<file path="src/rtl/w_ptr_ctrl_pkg.sv">
// Shared asynchronous-FIFO definitions: Gray-code helpers and synchroniser depth floor,
// common to the write-side and read-side pointer controllers.
package w_ptr_ctrl_pkg;

    localparam int MIN_SYNC_STAGES = 2;
    localparam int CODE_W          = 32;

    // Callers zero-extend narrower pointers into CODE_W and truncate the result back.
    function automatic logic [CODE_W-1:0] bin2gray(input logic [CODE_W-1:0] bin);
        return bin ^ (bin >> 1);
    endfunction

    function automatic logic [CODE_W-1:0] gray2bin(input logic [CODE_W-1:0] gray);
        logic [CODE_W-1:0] bin;
        bin[CODE_W-1] = gray[CODE_W-1];
        for (int i = CODE_W - 2; i >= 0; i--) begin
            bin[i] = bin[i+1] ^ gray[i];
        end
        return bin;
    endfunction

endpackage

</file>
<file path="src/rtl/w_ptr_ctrl_sync_nff.sv">
// Resettable multi-flop synchroniser for a Gray-coded pointer crossing clock domains.
module sync_nff #(
    parameter int WIDTH  = 4,
    parameter int STAGES = 2
) (
    input  logic             i_clk,
    input  logic             i_rst_n,
    input  logic [WIDTH-1:0] i_d,
    output logic [WIDTH-1:0] o_q
);

    logic [WIDTH-1:0] r_stage [STAGES];

    always_ff @(posedge i_clk or negedge i_rst_n) begin
        if (!i_rst_n) begin
            for (int i = 0; i < STAGES; i++) begin
                r_stage[i] <= '0;
            end
        end else begin
            r_stage[0] <= i_d;
            for (int i = 1; i < STAGES; i++) begin
                r_stage[i] <= r_stage[i-1];
            end
        end
    end

    assign o_q = r_stage[STAGES-1];

endmodule

</file>
<file path="src/rtl/w_ptr_ctrl.sv">
// Write-side pointer and flag controller of the asynchronous FIFO: binary/Gray write
// pointers, read-pointer synchronisation, and registered full/almost-full/level/overflow.
module w_ptr_ctrl
    import w_ptr_ctrl_pkg::*;
#(
    parameter int ADDR_WIDTH  = 3,
    parameter int SYNC_STAGES = 2
) (
    input  logic                  w_clk,
    input  logic                  w_rst_n,
    input  logic                  w_en,
    input  logic [ADDR_WIDTH:0]   r_gray_ptr,
    input  logic [ADDR_WIDTH:0]   afull_thresh,
    input  logic                  w_ovf_clr,
    output logic                  w_accept,
    output logic [ADDR_WIDTH-1:0] w_addr,
    output logic [ADDR_WIDTH:0]   w_ptr_bin,
    output logic [ADDR_WIDTH:0]   w_gray_ptr,
    output logic                  w_full,
    output logic                  w_almost_full,
    output logic [ADDR_WIDTH:0]   w_level,
    output logic                  w_overflow
);

    localparam int PTR_W = ADDR_WIDTH + 1;
    // Full means the pointers differ only in their top two Gray bits.
    localparam logic [PTR_W-1:0] FULL_MASK = PTR_W'(3) << (PTR_W - 2);

    if (SYNC_STAGES < MIN_SYNC_STAGES || ADDR_WIDTH < 1) begin : g_bad_params
        $error("w_ptr_ctrl: SYNC_STAGES must be >= 2 and ADDR_WIDTH >= 1");
    end

    logic [PTR_W-1:0] r_ptr_bin;
    logic [PTR_W-1:0] r_gray;
    logic             r_full;
    logic             r_afull;
    logic [PTR_W-1:0] r_level;
    logic             r_ovf;

    logic [PTR_W-1:0] w_ptr_next;
    logic [PTR_W-1:0] w_gray_next;
    logic [PTR_W-1:0] w_r_gray_sync;
    logic [PTR_W-1:0] w_r_bin_sync;
    logic [PTR_W-1:0] w_level_next;
    logic             w_full_next;
    logic             w_afull_next;

    sync_nff #(
        .WIDTH  (PTR_W),
        .STAGES (SYNC_STAGES)
    ) u_rptr_sync (
        .i_clk   (w_clk),
        .i_rst_n (w_rst_n),
        .i_d     (r_gray_ptr),
        .o_q     (w_r_gray_sync)
    );

    assign w_accept     = w_en & ~r_full;
    assign w_ptr_next   = r_ptr_bin + PTR_W'(w_accept);
    assign w_gray_next  = PTR_W'(bin2gray(CODE_W'(w_ptr_next)));
    assign w_r_bin_sync = PTR_W'(gray2bin(CODE_W'(w_r_gray_sync)));
    assign w_level_next = w_ptr_next - w_r_bin_sync;
    assign w_full_next  = (w_gray_next == (w_r_gray_sync ^ FULL_MASK));
    assign w_afull_next = (w_level_next >= afull_thresh);

    always_ff @(posedge w_clk or negedge w_rst_n) begin
        if (!w_rst_n) begin
            r_ptr_bin <= '0;
            r_gray    <= '0;
            r_full    <= 1'b0;
            r_afull   <= 1'b0;
            r_level   <= '0;
            r_ovf     <= 1'b0;
        end else begin
            r_ptr_bin <= w_ptr_next;
            r_gray    <= w_gray_next;
            r_full    <= w_full_next;
            r_afull   <= w_afull_next;
            r_level   <= w_level_next;
            if (w_en && r_full) begin
                r_ovf <= 1'b1;
            end else if (w_ovf_clr) begin
                r_ovf <= 1'b0;
            end
        end
    end

    assign w_addr        = r_ptr_bin[ADDR_WIDTH-1:0];
    assign w_ptr_bin     = r_ptr_bin;
    assign w_gray_ptr    = r_gray;
    assign w_full        = r_full;
    assign w_almost_full = r_afull;
    assign w_level       = r_level;
    assign w_overflow    = r_ovf;

endmodule

</file>
<file path="config.mk">
export PLATFORM = sky130hd
export DESIGN_NAME = w_ptr_ctrl
export DESIGN_NICKNAME = d
export VERILOG_FILES = /design/src/rtl/w_ptr_ctrl_pkg.sv /design/src/rtl/w_ptr_ctrl_sync_nff.sv /design/src/rtl/w_ptr_ctrl.sv
export SDC_FILE = /design/constraint.sdc
export NUM_CORES = 1
export LEC_CHECK = 0
export ABC_CLOCK_PERIOD_IN_PS = 5450
export CAP_MARGIN = 20
export CORE_MARGIN = 8
export CORE_UTILIZATION = 30
export CTS_CLUSTER_SIZE = 20
export DETAILED_ROUTE_END_ITERATION = 12
export GPL_ROUTABILITY_DRIVEN = 0
export HOLD_SLACK_MARGIN = 0.15
export SLEW_MARGIN = 0
export SYNTH_ARGS = -nofsm -noshare
export SYNTH_HDL_FRONTEND = slang
export SYNTH_HIERARCHICAL = 1
export SYNTH_SLANG_ARGS = --single-unit
</file>
<file path="constraint.sdc">
create_clock -name w_clk -period 5.45 [get_ports w_clk]
set_clock_uncertainty 0.15 [all_clocks]
set_input_delay 1.09 -clock w_clk [delete_from_list [all_inputs] [get_ports w_clk]]
set_output_delay 1.09 -clock w_clk [all_outputs]
set_load 0.01 [all_outputs]
</file>
* Yosys cells after proc, flatten, opt, wreduce, memory -nomap -nowiden
Cells that the tools add are included.
Widths: inputs -> output; s select.
** Cells by class
- $lt $le $gt $ge :: 1
- Reduce and logical (&&, ||, !) cells :: 2
- Bitwise gates (word level) :: 7
- Add/subtract/negate cells :: 2
- Mux-type cells :: 2
- Eq/ne operators :: 1
** Operators with widths (number)
- $add 4x1->4 :: 1
- $eq 4x4->1 :: 1
- $ge 4x4->1 :: 1
- $sub 4x4->4 :: 1
- $xor 4x3->4 :: 1
- $xor 1x1->1 :: 3
- $mux 1 :: 2
- $not 2->2 :: 1
- $reduce_bool 2->1 :: 1
- $and 1x1->1 :: 1
- $logic_and 1x1->1 :: 1
- $not 1->1 :: 1
** Storage, ports and cells
- Output and inout port bits :: 19
- Logic and storage cells :: 23
- Input port bits :: 12
- Register bits :: 23

* Logic depth before layout (Yosys ltp)
Gate-level depths: netlist of the first run.
- Word-level depth :: 5
- Mapped depth :: 11

* Modules after synthesis
The synthesis of the first run kept the hierarchy.
** By module, submodules not included
- w_ptr_ctrl :: cells an instance 66, area each 765.7 um^2, times used 1
- sync_nff :: cells an instance 12, area each 230.2 um^2, times used 1

* Worst setup path before layout of the first run
No wires, ideal clock.
- Kind :: input port to flip-flop
- Start point :: input port w_en
- End point :: register r_afull (netlist: w_almost_full)
- Stages on the path :: 11
- Data required time :: 5.182 ns
- Arrival time :: 3.287 ns
- Path slack :: 1.895 ns
- Library setup time :: 0.118 ns
- Path through :: nor2b_1 -> ha_1 -> ha_1 -> xor2_2 -> ha_1 -> a21oi_1 -> o21ai_0 -> xor2_1 -> xnor2_1 -> ha_1 -> a21o_1
** On the way
- Longest elaborated chain between the ends :: 4
** RTL lines
- from (decl) :: line w_ptr_ctrl.sv:11 : input logic w_en,
- $and 1x1->1 :: line w_ptr_ctrl.sv:58 : assign w_accept = w_en & ~r_full;
- $add 4x1->4 :: line w_ptr_ctrl.sv:59 : assign w_ptr_next = r_ptr_bin + PTR_W'(w_accept);
- net w_ptr_next[2] :: line w_ptr_ctrl.sv:40 : logic [PTR_W-1:0] w_ptr_next;
- $sub 4x4->4 :: line w_ptr_ctrl.sv:62 : assign w_level_next = w_ptr_next - w_r_bin_sync;
- net w_level_next[3] :: line w_ptr_ctrl.sv:44 : logic [PTR_W-1:0] w_level_next;
- $ge 4x4->1 :: line w_ptr_ctrl.sv:64 : assign w_afull_next = (w_level_next >= afull_thresh);
- net w_afull_next :: line w_ptr_ctrl.sv:46 : logic w_afull_next;
- to (signal assigned) :: line w_ptr_ctrl.sv:78 : r_afull <= w_afull_next;
- to (decl) :: line w_ptr_ctrl.sv:36 : logic r_afull;
The timed path passes the listed nets, and every way through them passes these cells.
A chain may end at the register's enable or synchronous reset.

* Worst setup path in the final report of the first run
Same ends and word-level chain as after synthesis.

==> results of run 1 <==
[layout by cell type (no fill, tap or decap), drive strengths merged]
master / instances
dfrtp: 22
nand3: 3
inv: 8
a21o: 3
clkdlybuf4s50: 30
buf: 1
a22oi: 1
nand2b: 1
xnor2: 4
xor2: 10
fa: 1
nor2b: 1
or3: 2
nand2: 2
clkbuf: 4
a21oi: 1
o21ai: 2
ha: 9
[flip-flops by register name, summed over array words and instances, names as in the netlist]
| name | cells |
|---|---|
| w_overflow | 1 |
| u_rptr_sync/r_stage | 4 |
| w_level | 4 |
| w_full | 1 |
| w_almost_full | 1 |
| u_rptr_sync/o_q | 4 |
| w_gray_ptr | 4 |
| w_ptr_bin | 3 |
[Yosys cell counts]
cell type,number
dfrtp_1,22
ha_1,9
xor2_1,9
buf_4,8
inv_1,8
xnor2_1,4
a21o_1,3
nand3_1,3
nand2_1,2
o21ai_0,2
or3_1,2
a21oi_1,1
a22oi_1,1
fa_1,1
nand2b_1,1
nor2b_1,1
xor2_2,1
[power groups by stage]
stage               logic (W)  registers (W)  clock network, W
floorplan            0.000292       0.000285                 0
global placement     0.000494       0.000260                 0
detailed placement   0.000506       0.000263                 0
CTS                  0.000508       0.000259         0.0000962
global route         0.000571       0.000265          0.000104
finish               0.000497       0.000257         0.0000911
[cell families (layout without fill, tap and decap cells)]
| family | Yosys count | after routing | share of synthesized area |
|---|---|---|---|
| AOI/OAI and AO/OA | 7 | 7 | 0.0452 |
| xor gates and xnor gates | 14 | 14 | 0.131 |
| adders and majority gates | 10 | 10 | 0.133 |
| buffers and inverters | 16 | 43 | 0.0905 |
| DFF | 22 | 22 | 0.553 |
| and+or+nand+nor | 9 | 9 | 0.0477 |
[worst max-delay path, cell delays in order]
cell and delay [ps]:
clkdlybuf4s50_1 470, nor2b_1 170, ha_1 200, ha_1 190, xor2_2 340, ha_1 340, a21oi_1 150, o21ai_0 110
xor2_1 160, xnor2_1 190, ha_1 260, a21o_1 150
[final cells by class]
type	count	area, µm²	share of cell area
clock buffers	4	36.3	0.0267
inverters	8	30.0	0.0221
multi-input cells	40	355	0.262
flip-flops and latches	22	551	0.406
well taps	46	57.6	0.0424
repair buffers	31	328	0.241
[per-layer routing]
metal  global-route usage  up-vias  wire, µm
met5                    0        -         0
met4               0.0532        0        46
met3               0.0314        5       149
met2                0.124       23       830
met1               0.0804      274       739
li1                     -      294         -
[per-stage QoR]
stage / total power [W] / hold WS [ps] / area, µm² / utilization
5_1_grt: 0.000939 / 219 / 1360 / 0.417
3_5_place_dp: 0.000769 / 185 / 1290 / 0.397
3_3_place_gp: 0.000754 / 181 / 1290 / 0.397
4_1_cts: 0.000863 / 214 / 1330 / 0.408
6_report: 0.000845 / 211 / 1360 / 0.417
2_1_floorplan: 0.000576 / 181 / 996 / -
[path summary, 6_finish.rpt]
kind / start / end / slack (ps)
max in group asynchronous: w_rst_n / u_rptr_sync/r_stage[4] / 3930
worst max-delay path: w_en / w_almost_full / 1680
worst max register to register: u_rptr_sync/o_q[3] / w_almost_full / 2500
worst min-delay path: u_rptr_sync/r_stage[4] / u_rptr_sync/o_q[0] / 210
worst min register to register: u_rptr_sync/r_stage[4] / u_rptr_sync/o_q[0] / 210
min in group asynchronous: w_rst_n / w_overflow / 850
==> impl_results.md, run 1 <==
- Status: completed
- Syn nets: 100
- DPL Wire Length: 1420 µm
- Slew Limit Fails: 0
- Largest net degree at the start of global routing: 23
- F_max: ~270 MHz
- Clock Path Buffers: 2
- Diodes inserted: 0
- Share of post-route cells with drive strength above 1: 0.0571
- # setup viols final: 0
- Arrival time worst endpoint: ~3800 ps
- Die Wd: 73.6 µm
- Sequential share of the synthesized area: 0.553
- Worst skew pair latency: 310 ps
- Routed Antenna Nets: 0
- Post-Syn Instances: 78
- Slew margin rel.: 0.748
- Wirelength per Cell: 11.7 µm
- Post-CTS sizing: 0
- CTS Buf Count: 3
- Setup CP Type: input port to flop
- Endpoint class of the critical path: flop
- Vias per inst: ~3.9
- WHS Path Cells: 0
- Hold Path Class: flop to flop
- Final min period: around 3800 ps
- Vias in the first global route: ~650
- Setup TNS: 0 ps
- Starting density of the core: 0.306
- CP Launch Type: input port
- Area Overhead vs Synth: 36.3%
- Synthesized flop and latch total: 22
- Power share of the clock group: 0.108
- Worst EP required: ~5500 ps
- Placed instance count: 146
- Total GRT Usage: 0.0772
- NetSw: 0.000312 W
- Drt total wl: 1770 µm
- Final hold violations: 0
- Max Cap Viol: 0
- Clock root buffer: clkbuf_4
- Netlist cell types: 17
- Mapped Area: 996 µm²
- Comb power frac: 0.588
- Largest area contributor in the netlist: dfrtp_1
- Row count: 21
- Clock sinks: 22
- Number of fill cells in the layout: 330
- Tcrit/Tclk final: 0.691
- Die Area: 0.00542 mm²
- RSZ-0062 raised after global routing: false
- Total number of vias: 596
- DRC viols: 0
- PD cells: 622 mW/mm²
- CORE AREA: 0.00326 mm²
- Fin cells: 151
- H-tree depth: 1
- DP Worst Slack: 1320 ps
- DR pass1 iterations: 4
- Io pins: 31
- Internal: 0.000533 W
- # hold bufs at CTS: 0
- Min setup slack post-route: 1680 ps
- Syn Area/Cell: ~13 µm²
- DR iter-0 viols: 8
- Post-CTS setup buffer count: 0
- Max IR drop VDD: 171 µV
- Die Span Y: 73.6 µm
- Ys Warns: 6
- Net Sw Frac: 0.369
- Sequential share of power: 0.304
- Share of Yosys cell area claimed by the top area cell type: 0.553
- Initial antenna violation count: 0
- Clk pin slew, worst setup/hold paths: 120 ps
- Global-route wire length before repair: 3120 µm
- CTS tree: built
- Grt ovf: 0
- Leak Pwr: 0.617 nW
- Synth top area cells: dfrtp_1, ha_1, xor2_1
- Least-Margin Pin Slew: about 380 ps
- CP Max Fanout: 6
- PortBufs: 30
- R2R cell count: 10
- Nets: 128
Power figures use the tool's default switching activity.
==> inputs of run 2 (changes only) <==
ABC_CLOCK_PERIOD_IN_PS = 3800   (was 5450)
clock period = 3.8 ns   (was 5.45 ns; I/O delays follow)
==> impl_results.md, run 2 (synthesized netlist as in run 1, its figures left out) <==
- Total GRT Usage: 0.0696
- DRC viols: 0
- Clk pin slew, worst setup/hold paths: 120 ps
- NetSw: 0.000447 W
- # hold bufs at CTS: 0
- DR iter-0 viols: 23
- Die Span Y: about 74 µm
- Largest net degree at the start of global routing: 23
- Total number of vias: 613
- DR pass1 iterations: 3
- Power share of the clock group: 0.105
- GRT busiest layer: met2
- Sequential share of power: 0.300
- Arrival time worst endpoint: 3450 ps
- Tcrit/Tclk final: 0.893
- Critical R2R Launch: u_rptr_sync/o_q[3]
- Most frequent CP cell: ha_1
- Die Area: 0.00542 mm²
- Die Wd: between 70 and 80 µm
- DPL Wire Length: 1370 µm
- Post-CTS sizing: 0
- Hold Path Class: flop to flop
- Most frequent cells in the layout: clkdlybuf4s50_1, dfrtp_1, xor2_1, ha_1, inv_1
- Final Cell Area: 0.00135 mm²
- Clock root buffer: clkbuf_4
- Slowest stage cell on the critical path: clkdlybuf4s50_1
- Slew Limit Fails: 0
- Post-CTS setup buffer count: 0
- Global-route wire length before repair: about 2800 µm
- CTS Buf Count: 3
- CP Cell Sequence: clkdlybuf4s50_1 > nor2b_1 > ha_1 > ha_1 > xor2_2 > ha_1 > a21oi_1 > o21ai_0 > xor2_1 > xnor2_1 > ha_1 > a21o_1
- CORE AREA: 0.00326 mm²
- Met3 Use GR: 0.0246
- Setup crit end: w_almost_full
- CP Launch Type: input port
- Final hold violations: 0
- Leak Pwr: 0.617 nW
- RSZ-0062 raised after global routing: false
- CP Max Fanout: 3
- R2r setup slk: a little under 900 ps
- Max Cap Viol: 0
- Met1 usage: 0.0708
- PD cells: 902 mW/mm²
- Slew margin rel.: 0.664
- Internal: 0.000773 W
- Net Sw Frac: 0.366
- Max IR drop VDD: approximately 290 µV
- Row count: 21
- F_max: 295 MHz
- Io pins: 31
- Final min period: 3390 ps
- Initial antenna violation count: 0
- CP startpoint: w_en
- Clock Path Buffers: 2
- Vias in the first global route: 635
- Worst EP required: 3860 ps
- Wirelength per Cell: ~11 µm
- Commonest non-fill, non-tap cell in the layout: clkdlybuf4s50_1
- Status: completed
- Nets: ~130
- PortBufs: 30
- Starting density of the core: 0.306
- Diodes inserted: 0
- RR Endpoint: w_almost_full
- Largest stage delay on the critical path: 470 ps
- Routed Antenna Nets: 0
- Share of post-route cells with drive strength above 1: 0.0660
- Comb power frac: 0.595
- R2R cell count: 10
- Post-Place Cell Area: 0.00130 mm²
- Setup TNS: 0 ps
- CTS tree: built
- Clock sinks: 22
- Grt met2 use: 0.114
- Endpoint class of the critical path: flop
- # setup viols final: 0
- Grt ovf: 0
- Vias per inst: a little over 4
- Drt total wl: 1710 µm
- H-tree depth: 1
- Worst skew pair latency: about 300 ps
- Setup CP Type: input port to flop
- Area Overhead vs Synth: 35.8%
- Least-Margin Pin Slew: around 500 ps
==> run 2: cell count changes in the layout (fill, tap and decap cells not counted) <==
cell	change
buf_4	+1
buf_8	+1
buf_16	-1
==> run 2: worst min path at each step <==
stage                                      start            endpoint  slack (ps)  cells past startpoint
final                     u_rptr_sync/r_stage[5]  u_rptr_sync/o_q[1]         210                      0
after global routing      u_rptr_sync/r_stage[5]  u_rptr_sync/o_q[1]         220                      0
after CTS                 u_rptr_sync/r_stage[6]  u_rptr_sync/o_q[2]         210                      0
after detailed placement  u_rptr_sync/r_stage[6]  u_rptr_sync/o_q[2]         190                      0
after global placement    u_rptr_sync/r_stage[7]  u_rptr_sync/o_q[3]         180                      0
after floorplan           u_rptr_sync/r_stage[4]  u_rptr_sync/o_q[0]         180                      0
==> run 2: area by class of cell <==
type / instances / area, µm²
clock buffers: 4 / 36.3
fillers: 340 / 1910
inverters: 8 / 30.0
multi-input cells: 40 / 355
flip-flops and latches: 22 / 551
well taps: 46 / 57.6
repair buffers: 32 / 323
==> run 2: critical path, delay by kind of cell <==
kind,cells,cell delay (ps)
adder cells (fa/ha/maj),4,960
XOR/XNOR,3,620
AND/OR/NAND/NOR,1,180
buffers and inverters,1,470
AO/OA/AOI/OAI,3,450
==> run 2: per-layer routing <==
metal | vias to the layer above | share of wire
met5 | - | 0
met4 | 0 | 0.022
met3 | 4 | 0.075
met2 | 22 | 0.47
met1 | 291 | 0.43
li1 | 296 | -
==> run 2: per-stage QoR <==
| stage | hold WS [ps] | total power [W] | setup WS [ps] | util | instances |
|---|---|---|---|---|---|
| floorplan | 181 | 0.000827 | 575 | - | 78 |
| global placement | 182 | 0.00110 | 53.7 | 0.399 | 147 |
| detailed placement | 186 | 0.00111 | 43.9 | 0.399 | 147 |
| CTS | 215 | 0.00125 | 366 | 0.411 | 151 |
| global route | 220 | 0.00135 | 200 | 0.415 | 152 |
| finish | 212 | 0.00122 | 408 | 0.415 | 152 |
==> run 2: power groups by stage <==
stage / logic, W / registers (W) / clock network [W]
after global placement: 0.000732 / 0.000370 / 0
after detailed placement: 0.000739 / 0.000375 / 0
final: 0.000726 / 0.000366 / 0.000128
after global routing: 0.000823 / 0.000378 / 0.000149
after CTS: 0.000743 / 0.000369 / 0.000135
after floorplan: 0.000418 / 0.000408 / 0
==> inputs of run 3 (changes only) <==
CELL_PAD_IN_SITES_DETAIL_PLACEMENT = 0   (was unset)
CELL_PAD_IN_SITES_GLOBAL_PLACEMENT = 1   (was unset)
GPL_ROUTABILITY_DRIVEN = unset   (was 0)
PLACE_DENSITY_LB_ADDON = 0.1   (was unset)
==> impl_results.md, run 3 (synthesized netlist as in run 1, its figures left out) <==
- Routed Antenna Nets: 0
- Max IR drop VDD: 286 µV
- WHS Path Cells: 0
- PD cells: a little under 900 mW/mm²
- GP Congestion: 0.749
- Endpoint class of the critical path: flop
- Commonest non-fill, non-tap cell in the layout: clkdlybuf4s50_1
- Worst EP required: 3850 ps
- CORE AREA: ~0.0033 mm²
- Post-CTS setup buffer count: 0
- Total number of vias: ~600
- DR iter-0 viols: 18
- Arrival time worst endpoint: 3320 ps
- Status: completed
- Leak Pwr: around 0.62 nW
- Critical R2R Launch: u_rptr_sync/o_q[3]
- Diodes inserted: 0
- Grt ovf: 0
- Wirelength per Cell: about 11 µm
- Initial antenna violation count: 0
- R2r setup slk: about 800 ps
- Final hold violations: 0
- Setup crit end: w_almost_full
- Setup CP Type: input port to flop
- Share of post-route cells with drive strength above 1: 0.0660
- Setup TNS: 0 ps
- Area Overhead vs Synth: 37.1%
- CTS Buf Count: 3
- Final min period: 3260 ps
- Die Area: 0.00542 mm²
- CP Max Fanout: 7
- Least-Margin Pin Slew: 356 ps
- DRC viols: 0
- Io pins: 31
- Post-CTS sizing: 0
- F_max: a little over 300 MHz
- DR pass1 iterations: 4
- Clock Path Buffers: 2
- Worst skew pair latency: about 300 ps
- Vias per inst: 3.96
- Die Wd: 73.6 µm
- Starting density of the core: 0.306
- Max Cap Viol: 0
- RSZ-0062 raised after global routing: false
- R2R cell count: 10
- CP startpoint: w_en
- PortBufs: 30
- Drt total wl: about 1700 µm
- Global-route wire length before repair: 2960 µm
- # setup viols final: 0
- Largest net degree at the start of global routing: 23
- H-tree depth: 1
- Total GRT Usage: 0.0723
- Nets: 129
- CP Launch Type: input port
- RR Endpoint: w_almost_full
- CTS tree: built
- Hold Path Class: flop to flop
- Clock root buffer: clkbuf_4
- # hold bufs at CTS: 0
- Number of fill cells in the layout: 344
- Row count: 21
- Clk pin slew, worst setup/hold paths: 120 ps
- Slew margin rel.: 0.762
- Tcrit/Tclk final: 0.858
- Final core utilization: 0.419
- Most frequent cells in the layout: clkdlybuf4s50_1, dfrtp_1, xor2_1, ha_1, inv_1
- Clock sinks: 22
- Vias in the first global route: 661
- DPL Wire Length: 1380 µm
- Slew Limit Fails: 0
- Die Span Y: 73.6 µm
## run 3: power breakdown
group / switching (W) / internal, W / leakage (nW)
sequential: 0.0000411 / 0.000325 / 0.261
clock: 0.0000668 / 0.0000584 / 0.0210
combinational: 0.000331 / 0.000395 / 0.340
total: 0.000439 / 0.000778 / 0.622
## run 3: layer usage
layer,share of wire,wire length (µm),global-route usage
met1,0.45,769,0.0767
met2,0.46,791,0.117
met3,0.076,130,0.0396
met4,0.0088,15,0.0266
met5,0,0,0
## run 3: layout make-up
| class | instances | area [µm²] | share of cell area |
|---|---|---|---|
| clock buffers | 4 | 36.3 | 0.0266 |
| inverters | 8 | 30.0 | 0.0220 |
| multi-input cells | 40 | 355 | 0.260 |
| flip-flops and latches | 22 | 551 | 0.403 |
| well taps | 46 | 57.6 | 0.0422 |
| repair buffers | 32 | 335 | 0.246 |
## run 3: worst min-delay path by stage
stage	slack, ps	to	start
6_report	210	u_rptr_sync/o_q[2]	u_rptr_sync/r_stage[6]
2_1_floorplan	180	u_rptr_sync/o_q[0]	u_rptr_sync/r_stage[4]
5_1_grt	220	u_rptr_sync/o_q[2]	u_rptr_sync/r_stage[6]
3_3_place_gp	180	u_rptr_sync/o_q[1]	u_rptr_sync/r_stage[5]
3_5_place_dp	190	u_rptr_sync/o_q[2]	u_rptr_sync/r_stage[6]
4_1_cts	220	u_rptr_sync/o_q[2]	u_rptr_sync/r_stage[6]
## run 3: through the flow
stage / power (W) / hold slack, ps / setup WS [ps] / instance area [µm²] / instances
CTS: 0.00124 / 218 / 531 / 1340 / 151
floorplan: 0.000827 / 181 / 575 / 996 / 78
finish: 0.00122 / 211 / 538 / 1370 / 152
detailed placement: 0.00111 / 188 / 215 / 1300 / 147
global route: 0.00134 / 219 / 403 / 1370 / 152
global placement: 0.00111 / 183 / 241 / 1300 / 147
## run 3: critical path, stage by stage
cell,delay [ps]
clkdlybuf4s50_1,470
nor2b_1,180
ha_1,200
ha_1,340
ha_1,330
nand2_1,40
o21ai_0,210
xor2_1,210
xnor2_1,160
ha_1,260
a21o_1,160
